$ cat src/rtl/pwm_pkg.sv
// Shared types and constants for the PWM timebase slice.
// PWM_DITHER_EN widens compare words by the dither fraction bits.
package pwm_pkg;

`ifdef PWM_DITHER_EN
    localparam bit DITHER_EN = 1'b1;
`else
    localparam bit DITHER_EN = 1'b0;
`endif

    localparam int PWM_WIDTH  = 17;
    localparam int PWM_HRBITS = 3;
    localparam int PWM_DBITS  = 4;

    function automatic int calc_tbw(input int width, input int hrbits);
        return width - hrbits - 1;
    endfunction

    localparam int PWM_TBW = calc_tbw(PWM_WIDTH, PWM_HRBITS);
    localparam int PWM_FW  = DITHER_EN ? PWM_DBITS : 0;
    localparam int PWM_CW  = PWM_WIDTH - 1 + PWM_FW;

    // Sized by the package defaults; the top keeps its parameters at these values.
    typedef struct packed {
        logic [PWM_TBW-1:0] top;
        logic [PWM_CW-1:0]  cmph;
        logic [PWM_CW-1:0]  cmpl;
    } cmp_set_t;

    localparam logic [PWM_TBW-1:0] TOP_RST = '1;
    localparam cmp_set_t SET_RST = '{top: TOP_RST, cmph: '0, cmpl: '0};

endpackage

$ cat src/rtl/pwm_dither_acc.sv
// Per-word dither accumulator: adds the fraction at each wrap and bumps the
// output word by one fine LSB on carry, saturating at {top, all-ones}.
module pwm_dither_acc #(
    parameter  int TBW    = 13,
    parameter  int HRBITS = 3,
    parameter  int DBITS  = 4,
    localparam int OW     = TBW + HRBITS,
    localparam int CW     = OW + DBITS
) (
    input  logic           clk,
    input  logic           rst,
    input  logic           wrap,
    input  logic           apply,
    input  logic [CW-1:0]  new_word,
    input  logic [CW-1:0]  cur_word,
    input  logic [TBW-1:0] top,
    output logic [OW-1:0]  cmp_out
);

    logic [DBITS-1:0] acc_q, acc_d;
    logic [OW-1:0]    out_q, out_d;
    logic [DBITS:0]   sum;
    logic [OW-1:0]    base;
    logic [OW-1:0]    ceil;

    always_comb begin
        sum   = {1'b0, acc_q} + {1'b0, cur_word[DBITS-1:0]};
        base  = cur_word[CW-1:DBITS];
        ceil  = {top, {HRBITS{1'b1}}};
        acc_d = acc_q;
        out_d = out_q;
        if (apply) begin
            // A fresh set starts its dither sequence from zero.
            acc_d = '0;
            out_d = new_word[CW-1:DBITS];
        end else if (wrap) begin
            acc_d = sum[DBITS-1:0];
            out_d = (sum[DBITS] && (base < ceil)) ? base + 1'b1 : base;
        end
    end

    always_ff @(posedge clk) begin
        if (rst) begin
            acc_q <= '0;
            out_q <= '0;
        end else begin
            acc_q <= acc_d;
            out_q <= out_d;
        end
    end

    assign cmp_out = out_q;

endmodule

$ cat src/rtl/pwm_timebase.sv
// Coarse PWM timebase with a one-deep staged compare set applied at the wrap.
// Define PWM_DITHER_EN to add per-word fractional dither accumulators.
module pwm_timebase
    import pwm_pkg::*;
#(
    parameter  int WIDTH  = PWM_WIDTH,
    parameter  int HRBITS = PWM_HRBITS,
    parameter  int DBITS  = PWM_DBITS,
    localparam int TBW    = calc_tbw(WIDTH, HRBITS),
    localparam int CW     = WIDTH - 1 + (DITHER_EN ? DBITS : 0)
) (
    input  logic             clk,
    input  logic             rst,
    input  logic             en,
    input  logic             upd_valid,
    output logic             upd_ready,
    input  logic [TBW-1:0]   upd_top,
    input  logic [CW-1:0]    upd_cmpH,
    input  logic [CW-1:0]    upd_cmpL,
    output logic [TBW-1:0]   tb,
    output logic [WIDTH-2:0] cmpH,
    output logic [WIDTH-2:0] cmpL,
    output logic             period_start
);

    logic [TBW-1:0] tb_q, tb_d;
    cmp_set_t       act_q, act_d;
    cmp_set_t       stg_q, stg_d;
    logic           stg_full_q, stg_full_d;
    logic           pstart_q, pstart_d;
    logic           wrap;
    logic           xfer;
    logic           apply;

    // Coarse field sits above the fine (and fraction) bits; the fine bits survive clamping.
    function automatic logic [CW-1:0] clamp_word(input logic [CW-1:0] w,
                                                 input logic [TBW-1:0] top);
        logic [CW-1:0] r;
        r = w;
        if (w[CW-1 -: TBW] > top) begin
            r[CW-1 -: TBW] = top;
        end
        return r;
    endfunction

    assign wrap  = en && (tb_q == act_q.top);
    assign xfer  = upd_valid && !stg_full_q;
    assign apply = wrap && stg_full_q;

    always_comb begin
        tb_d       = tb_q;
        act_d      = act_q;
        stg_d      = stg_q;
        stg_full_d = stg_full_q;
        pstart_d   = wrap;

        if (en) begin
            tb_d = wrap ? '0 : tb_q + 1'b1;
        end

        if (apply) begin
            act_d.top  = stg_q.top;
            act_d.cmph = clamp_word(stg_q.cmph, stg_q.top);
            act_d.cmpl = clamp_word(stg_q.cmpl, stg_q.top);
            stg_full_d = 1'b0;
        end

        // xfer needs an empty stage and apply a full one, so a same-cycle
        // transfer is held for the following wrap.
        if (xfer) begin
            stg_d.top  = upd_top;
            stg_d.cmph = upd_cmpH;
            stg_d.cmpl = upd_cmpL;
            stg_full_d = 1'b1;
        end
    end

    always_ff @(posedge clk) begin
        if (rst) begin
            tb_q       <= '0;
            act_q      <= SET_RST;
            stg_q      <= SET_RST;
            stg_full_q <= 1'b0;
            pstart_q   <= 1'b0;
        end else begin
            tb_q       <= tb_d;
            act_q      <= act_d;
            stg_q      <= stg_d;
            stg_full_q <= stg_full_d;
            pstart_q   <= pstart_d;
        end
    end

    assign tb           = tb_q;
    assign upd_ready    = ~stg_full_q;
    assign period_start = pstart_q;

`ifdef PWM_DITHER_EN
    pwm_dither_acc #(
        .TBW    (TBW),
        .HRBITS (HRBITS),
        .DBITS  (DBITS)
    ) u_dither_h (
        .clk      (clk),
        .rst      (rst),
        .wrap     (wrap),
        .apply    (apply),
        .new_word (act_d.cmph),
        .cur_word (act_q.cmph),
        .top      (act_q.top),
        .cmp_out  (cmpH)
    );

    pwm_dither_acc #(
        .TBW    (TBW),
        .HRBITS (HRBITS),
        .DBITS  (DBITS)
    ) u_dither_l (
        .clk      (clk),
        .rst      (rst),
        .wrap     (wrap),
        .apply    (apply),
        .new_word (act_d.cmpl),
        .cur_word (act_q.cmpl),
        .top      (act_q.top),
        .cmp_out  (cmpL)
    );
`else
    assign cmpH = act_q.cmph;
    assign cmpL = act_q.cmpl;
`endif

endmodule
$ cat config.mk
export PLATFORM = sky130hd
export DESIGN_NAME = pwm_timebase
export DESIGN_NICKNAME = d
export VERILOG_FILES = /design/src/rtl/pwm_pkg.sv /design/src/rtl/pwm_dither_acc.sv /design/src/rtl/pwm_timebase.sv
export SDC_FILE = /design/constraint.sdc
export NUM_CORES = 1
export LEC_CHECK = 0
export ABC_AREA = 1
export ABC_CLOCK_PERIOD_IN_PS = 2900
export CAP_MARGIN = 40
export CORE_MARGIN = 2
export CORE_UTILIZATION = 57
export DETAILED_ROUTE_END_ITERATION = 6
export GPL_ROUTABILITY_DRIVEN = 1
export PLACE_DENSITY_LB_ADDON = 0.3
export SETUP_SLACK_MARGIN = 0.4
export SLEW_MARGIN = 20
export SYNTH_ARGS = -nofsm -noshare
export SYNTH_HDL_FRONTEND = slang
export SYNTH_SLANG_ARGS = --single-unit
$ cat constraint.sdc
create_clock -name clk -period 2.9 [get_ports clk]
set_clock_uncertainty 0.15 [all_clocks]
set_input_delay 0.58 -clock clk [delete_from_list [all_inputs] [get_ports clk]]
set_output_delay 0.58 -clock clk [all_outputs]
set_load 0.1 [all_outputs]
==> metrics.md, run 1 <==
| Metric | Value |
|---|---|
| CP Class | `reg -> reg` |
| Clock tree buffer depth | `2` |
| Routed WL per cell | `13.83 µm` |
| Mapped Nets | `854` |
| Chip Width | `101.6 µm` |
| DP Area | `6136 µm²` |
| Final setup fails | `0` |
| Number of global-route vias before repair | `4,604` |
| Core ar. | `9240 µm²` |
| Clock period minus worst slack | `2287 ps` |
| Crit end category | `flop` |
| Starting Density | `58.78%` |
| Synth Register Bits | `105` |
| Boundary Pins | `96` |
| Worst skew pair latency | `370 ps` |
| Initial antenna violation count | `0` |
| Final global-route overflow total | `0` |
| Static Leak | `3.152 nW` |
| Row count | `35` |
| Hold Vio Cnt, Final | `0` |
| Crit path DAT | `2420 ps` |
| Seq. cell area | `2105 µm²` |
| GP Congestion | `0.9273` |
| Hpwl dp | `9.537 mm` |
| Mapped Area | `5431 µm²` |
| Yosys cell types | `26` |
| # Max-Cap Violations | `0` |
| Clk sinks | `105` |
| Post-CTS Resized | `0` |
| Root Driver | `clkbuf_8` |
| Fin cells | `960` |
| Nets | `903` |
| Setup TNS | `0 ps` |
| Cts bufs inserted | `9` |
| Yosys warns | `0` |
| Fmax | `437.3 MHz` |
| Fillers | `801` |
| Min Hold Slack | `312.5 ps` |
| Period utilization | `78.86%` |
| Vias | `4,979` |
| PortBufs | `95` |
| Final Cell Area | `6331 µm²` |
| CTS HTree Levels | `3` |
| GRT Overall Usage | `26.43%` |
| Synth Area per Inst | `6.981 µm²` |
| CTS tree | `built` |
| Die ar. | `10,330 µm²` |
| Rel. slew slack | `44.98%` |
| Post-CTS Setup Bufs | `0` |
| PD cells | `441.3 nW/µm²` |
| Run status | `finished clean` |
| Vias per inst | `5.186` |
| Layout cell share with drive strength beyond 1 | `11.79%` |
| Min-delay worst type | `reg -> reg` |
| Post-route ant nets | `0` |
| CP startpoint kind | `flop` |
| Area delta synth->final | `16.56%` |
| Residual DRC | `0` |
| CP max FO | `12` |
| Critical path required time | `3030 ps` |
| Placed cell count | `945` |
| Sequential-to-total area share from yosys stat | `38.70%` |
| Final wirelength | `13.28 mm` |
| Max-slew violations | `0` |
| DIE HEIGHT | `101.6 µm` |
| Worst vdd ir | `242.1 µV` |
| Hold-fix buffers at CTS | `0` |
| Cell count after synthesis | `778` |
| First-pass GRT wire length | `21.37 mm` |
| Drt first pass iters | `5` |
| Diodes inserted | `0` |
| Clock Pin Slew Worst Setup and Hold Paths | `100 ps` |
| Drt initial violations | `302` |
| Multi-input logic area | `2476 µm²` |
| Largest net degree at the start of global routing | `59` |
| Tightest Pin Transition | `824.5 ps` |
| Unrepaired setup endpoints after global routing | `false` |
[worst paths after layout]
check / start / endpoint / slack (ps) / depth (start not counted)
min reg2reg: stg_q[16]$_SDFFE_PP0P_ / cmpH[0]$_SDFFE_PP0P_ / 310 / 2
min: stg_q[16]$_SDFFE_PP0P_ / cmpH[0]$_SDFFE_PP0P_ / 310 / 2
max reg2reg: stg_q[40]$_SDFFE_PP1P_ / cmpL[6]$_SDFFE_PP0P_ / 610 / 13
max: stg_q[40]$_SDFFE_PP1P_ / cmpL[6]$_SDFFE_PP0P_ / 610 / 13
[report_power, final]
group / internal, mW / switching [mW]
Combinational: 0.144 / 0.215
Sequential: 1.49 / 0.0508
Clock: 0.393 / 0.496
Total: 2.03 / 0.762
[critical path, stage by stage (launching register included)]
cell and delay (ps):
dfxtp_1 420, inv_1 180, ha_1 330, nand2_1 50
inv_1 70, nand3_1 80, nor2_1 150, nand2_1 80
nand2_1 80, nand2_1 270, nand2_1 160, nand3_1 80
nand2_1 60, inv_1 40
[kinds of logic after synthesis]
logic type,after synthesis,share of synthesized area [%]
DFF,105,38.70
AOI/OAI and AO/OA,113,12.79
adders and majority gates,27,6.220
buffers and inverters,189,16.03
xor gates and xnor gates,3,0.4838
and+or+nand+nor,341,25.78
[cells in the mapped netlist (all sizes together)]
| cell | n | area [µm²] |
|---|---|---|
| o32ai | 1 | 8.760 |
| xor2 | 3 | 26.28 |
| clkbuf | 13 | 48.80 |
| ha | 27 | 337.8 |
| nand3 | 65 | 325.3 |
| or2 | 1 | 6.260 |
| inv | 122 | 457.9 |
| nor4 | 1 | 6.260 |
| nor2 | 82 | 320.3 |
| nor3 | 3 | 15.01 |
| a21oi | 49 | 245.2 |
| dfxtp | 105 | 2102 |
| nor3b | 4 | 30.03 |
| nand2 | 185 | 696.9 |
| o211ai | 25 | 247.7 |
| o21ai | 37 | 185.2 |
| o21a | 1 | 7.510 |
| buf | 54 | 364.1 |
[state kept, by name, indices dropped and copies added, names as in the netlist]
name          count
act_q            13
tb               13
stg_q            45
cmpL             16
period_start      1
stg_full_q        1
cmpH             16
[cells in the final DEF (no fill, tap or decap), drive strengths merged]
cell type / synthesis / routed
nand3: 65 / 65
nor3b: 4 / 4
xor2: 3 / 3
clkinvlp: 0 / 3
ha: 27 / 27
o21a: 1 / 1
nor4: 1 / 1
nor2: 82 / 82
buf: 54 / 57
clkinv: 0 / 1
inv: 122 / 122
nor3: 3 / 3
clkbuf: 13 / 10
clkdlybuf4s50: 0 / 48
a21oi: 49 / 49
o32ai: 1 / 1
o211ai: 25 / 25
or2: 1 / 1
o21ai: 37 / 37
dfxtp: 105 / 105
bufinv: 0 / 1
nand2: 185 / 185
[per-layer routing]
metal  part of all wire (%)  GRT usage (%)
met2                     48          45.80
met4                    2.4          10.71
met3                    5.8          4.279
met1                     44          32.65
met5                      0              0
[metrics by stage]
stage               power (mW)  util [%]  setup slack (ps)
global placement         1.915     66.40             377.7
global route             2.895     68.52             413.7
finish                   2.794     68.52             613.2
CTS                      2.803     68.41             401.7
floorplan                1.777         -             455.4
detailed placement       1.929     66.40             303.6
[cell type report]
class | count | share of cell area (%)
multi-input cells | 484 | 39.11
clock buffers | 10 | 2.016
well taps | 129 | 2.549
repair buffers | 105 | 14.94
flip-flops and latches | 105 | 33.24
clock inverters | 5 | 0.9091
inverters | 122 | 7.233
(Power assumes the default switching activity.)
==> run 2: changes to the inputs <==
Settings changed: ABC_CLOCK_PERIOD_IN_PS 2900 to 2300, CORE_UTILIZATION 57 to 53.
Clock period 2.9 ns to 2.3 ns, I/O delays scaled along.
==> run 2 against run 1 <==
Against the previous run: first-iteration DRC count is 53% higher; cell count is 6.3% higher; die area is 7.2% higher; register-to-register slack worse by 350 ps; combinational power is 96% higher; critical endpoint is now cmpH[10]$_SDFFE_PP0P_; non-clock buffer count is 53 higher; worst setup slack worse by 350 ps; global-route usage is 1.2 points higher.
==> metrics.md, run 2 (same netlist as run 1, synthesis figures left out) <==
| Metric | Value |
|---|---|
| Static Leak | `3.530 nW (+12%)` |
| Initial antenna violation count | `0 (unchanged)` |
| Max FFs per register | `45 (unchanged)` |
| Most common cell after layout, fill and taps aside | `nand2_1` |
| CP startpoint kind | `flop` |
| Starting Density | `55.06% (-3.7 points)` |
| Number of global-route vias before repair | `5,191 (+13%)` |
| Drt initial violations | `462 (+53%)` |
| Final global-route overflow total | `0 (unchanged)` |
| DIE HEIGHT | `105.2 µm (+3.6%)` |
| Root Driver | `clkbuf_8` |
| CTS tree | `built` |
| Min-delay worst type | `reg -> reg` |
| Final setup fails | `0 (unchanged)` |
| Worst skew pair latency | `400 ps (+30 ps)` |
| Unrepaired setup endpoints after global routing | `true` |
| Final wirelength | `18.53 mm (+40%)` |
| Drt first pass iters | `5 (unchanged)` |
| Vias | `5,760 (+16%)` |
| Layout cell share with drive strength beyond 1 | `35.74% (+24 points)` |
| Setup TNS | `0 ps (unchanged)` |
| CP Cell Sequence | `inv_4 -> ha_4 -> nand2_2 -> nor2_4 -> nand2_1 -> nand3_1 -> nand2_2 -> nand2_8 -> buf_8 -> nand3_2 -> nand3_2 -> nand2_1 -> inv_1` |
| Worst vdd ir | `588.4 µV (+140%)` |
| Biggest register | `stg_q` |
| Post-route ant nets | `0 (unchanged)` |
| Met2 routed WL | `8.913 mm (+40%)` |
| Rel. slew slack | `69.09% (+24 points)` |
| CP max stage cell | `dfxtp_2` |
| Area delta synth->final | `43.01%` |
| Clk sinks | `105 (unchanged)` |
| Core ar. | `9864 µm² (+6.8%)` |
| Worst path max stage delay | `410 ps (about the same)` |
| Chip Width | `105.2 µm (+3.6%)` |
| Critical path required time | `2490 ps (-540 ps)` |
| GP Congestion | `0.8924 (-3.8%)` |
| Dpl ws | `-123.6 ps (-427.3 ps)` |
| Row count | `36 (+2.9%)` |
| Diodes inserted | `0 (unchanged)` |
| Nets | `958 (+6.1%)` |
| Most frequent cells in the layout | `nand2_1 (156), inv_1 (95), buf_4 (91)` |
| Hold Crit Depth | `2 (unchanged)` |
| # Max-Cap Violations | `0 (unchanged)` |
| DR WL met3 | `1.665 mm (+120%)` |
| Hold Vio Cnt, Final | `0 (unchanged)` |
| Boundary Pins | `96 (unchanged)` |
| Final worst slack | `261.6 ps (-351.6 ps)` |
| Worst-case reg-to-reg path depth | `13 (unchanged)` |
| CTS HTree Levels | `3 (unchanged)` |
| Largest net degree at the start of global routing | `48 (-19%)` |
| Residual DRC | `0 (unchanged)` |
| First-pass GRT wire length | `24.49 mm (+15%)` |
| Fillers | `605 (-24%)` |
| PortBufs | `95 (unchanged)` |
| Clock tree buffer depth | `2 (unchanged)` |
| Crit end category | `flop` |
| Wl on met1 | `6.737 mm (+16%)` |
| CP Class | `reg -> reg` |
| Crit path DAT | `2230 ps (-190 ps)` |
| Die ar. | `11,070 µm² (+7.2%)` |
| Placed cell count | `973 (+3.0%)` |
| Fin cells | `1,020 (+6.3%)` |
| GRT Overall Usage | `27.68% (+1.2 points)` |
| Max-slew violations | `0 (unchanged)` |
| Hpwl dp | `10.05 mm (+5.4%)` |
| Run status | `finished clean` |
| Tightest Pin Transition | `463.1 ps (-361.4 ps)` |
| Clock Pin Slew Worst Setup and Hold Paths | `100 ps (about the same)` |
| Hold-fix buffers at CTS | `0 (unchanged)` |
| Max layer used | `met4` |
| Fmax | `490.6 MHz (+12%)` |
| Overall Power | `4.090 mW (+46%)` |
| Vias per inst | `5.647 (+8.9%)` |
| Top Family by Delay on Critical Path | `simple AND/OR/NAND/NOR gates` |
| Crit path depth | `13 (unchanged)` |
| PD cells | `526.5 nW/µm² (+19%)` |
| CP max FO | `7 (-5)` |
| Min Hold Slack | `310.3 ps (-2.170 ps)` |
| Clock period minus worst slack | `2038 ps (-248.4 ps)` |
| Routed WL per cell | `18.17 µm (+31%)` |
| Cts bufs inserted | `9 (unchanged)` |
| Worst path buffer plus inverter count | `3 (unchanged)` |
| Period utilization | `88.63% (+9.8 points)` |
-- run 2: final timing paths --
check | start | to | slack, ps
max reg2reg | stg_q[36]$_SDFFE_PP1P_ | cmpH[10]$_SDFFE_PP0P_ | 260
min reg2reg | stg_q[1]$_SDFFE_PP0P_ | stg_q[1]$_SDFFE_PP0P_ | 310
max | stg_q[36]$_SDFFE_PP1P_ | cmpH[10]$_SDFFE_PP0P_ | 260
min | stg_q[1]$_SDFFE_PP0P_ | stg_q[1]$_SDFFE_PP0P_ | 310
-- run 2: final cells by class --
type                            count  area (µm²)  share of cell area (%)
Inverter                          122       490.5                   6.314
Clock buffer                       10       137.6                   1.772
Tap cell                          133       166.4                   2.142
Multi-Input combinational cell    486        3167                   40.77
Timing Repair Buffer              158        1501                   19.33
Sequential cell                   105        2191                   28.21
Clock inverter                      6       113.9                   1.466
-- run 2: where the power goes --
part	switching, mW	internal [mW]
Combinational	0.400	0.305
Sequential	0.0835	1.87
Clock	0.670	0.757
-- run 2: what timing repair did --
| action | 4_1_cts | 5_1_grt |
|---|---|---|
| gates resized for setup | 83 | 126 |
| endpoints found under the setup margin | 52 | 43 |
| buffers inserted | 8 | 14 |
| cloned | 5 | 4 |
| pin swaps | 19 | 53 |
| endpoints found under the hold margin | 0 | 0 |
-- run 2: stage by stage --
step                      instance area [µm²]  util, %
after floorplan                          5485        -
after global placement                   6410    64.98
after detailed placement                 6410    64.98
after CTS                                7086    71.83
after global routing                     7767    78.74
final                                    7767    78.74
-- run 2: routing by layer --
layer  up-vias  GRT usage (%)
li1       2627              -
met1      2654          31.59
met2       360          47.05
met3       119          7.050
met4         0          15.33
met5         -              0
-- run 2: tightest hold or removal path, stage by stage, from the launching register on --
cell,delay (ps)
dfxtp_1,310
inv_1,60
a21oi_1,60
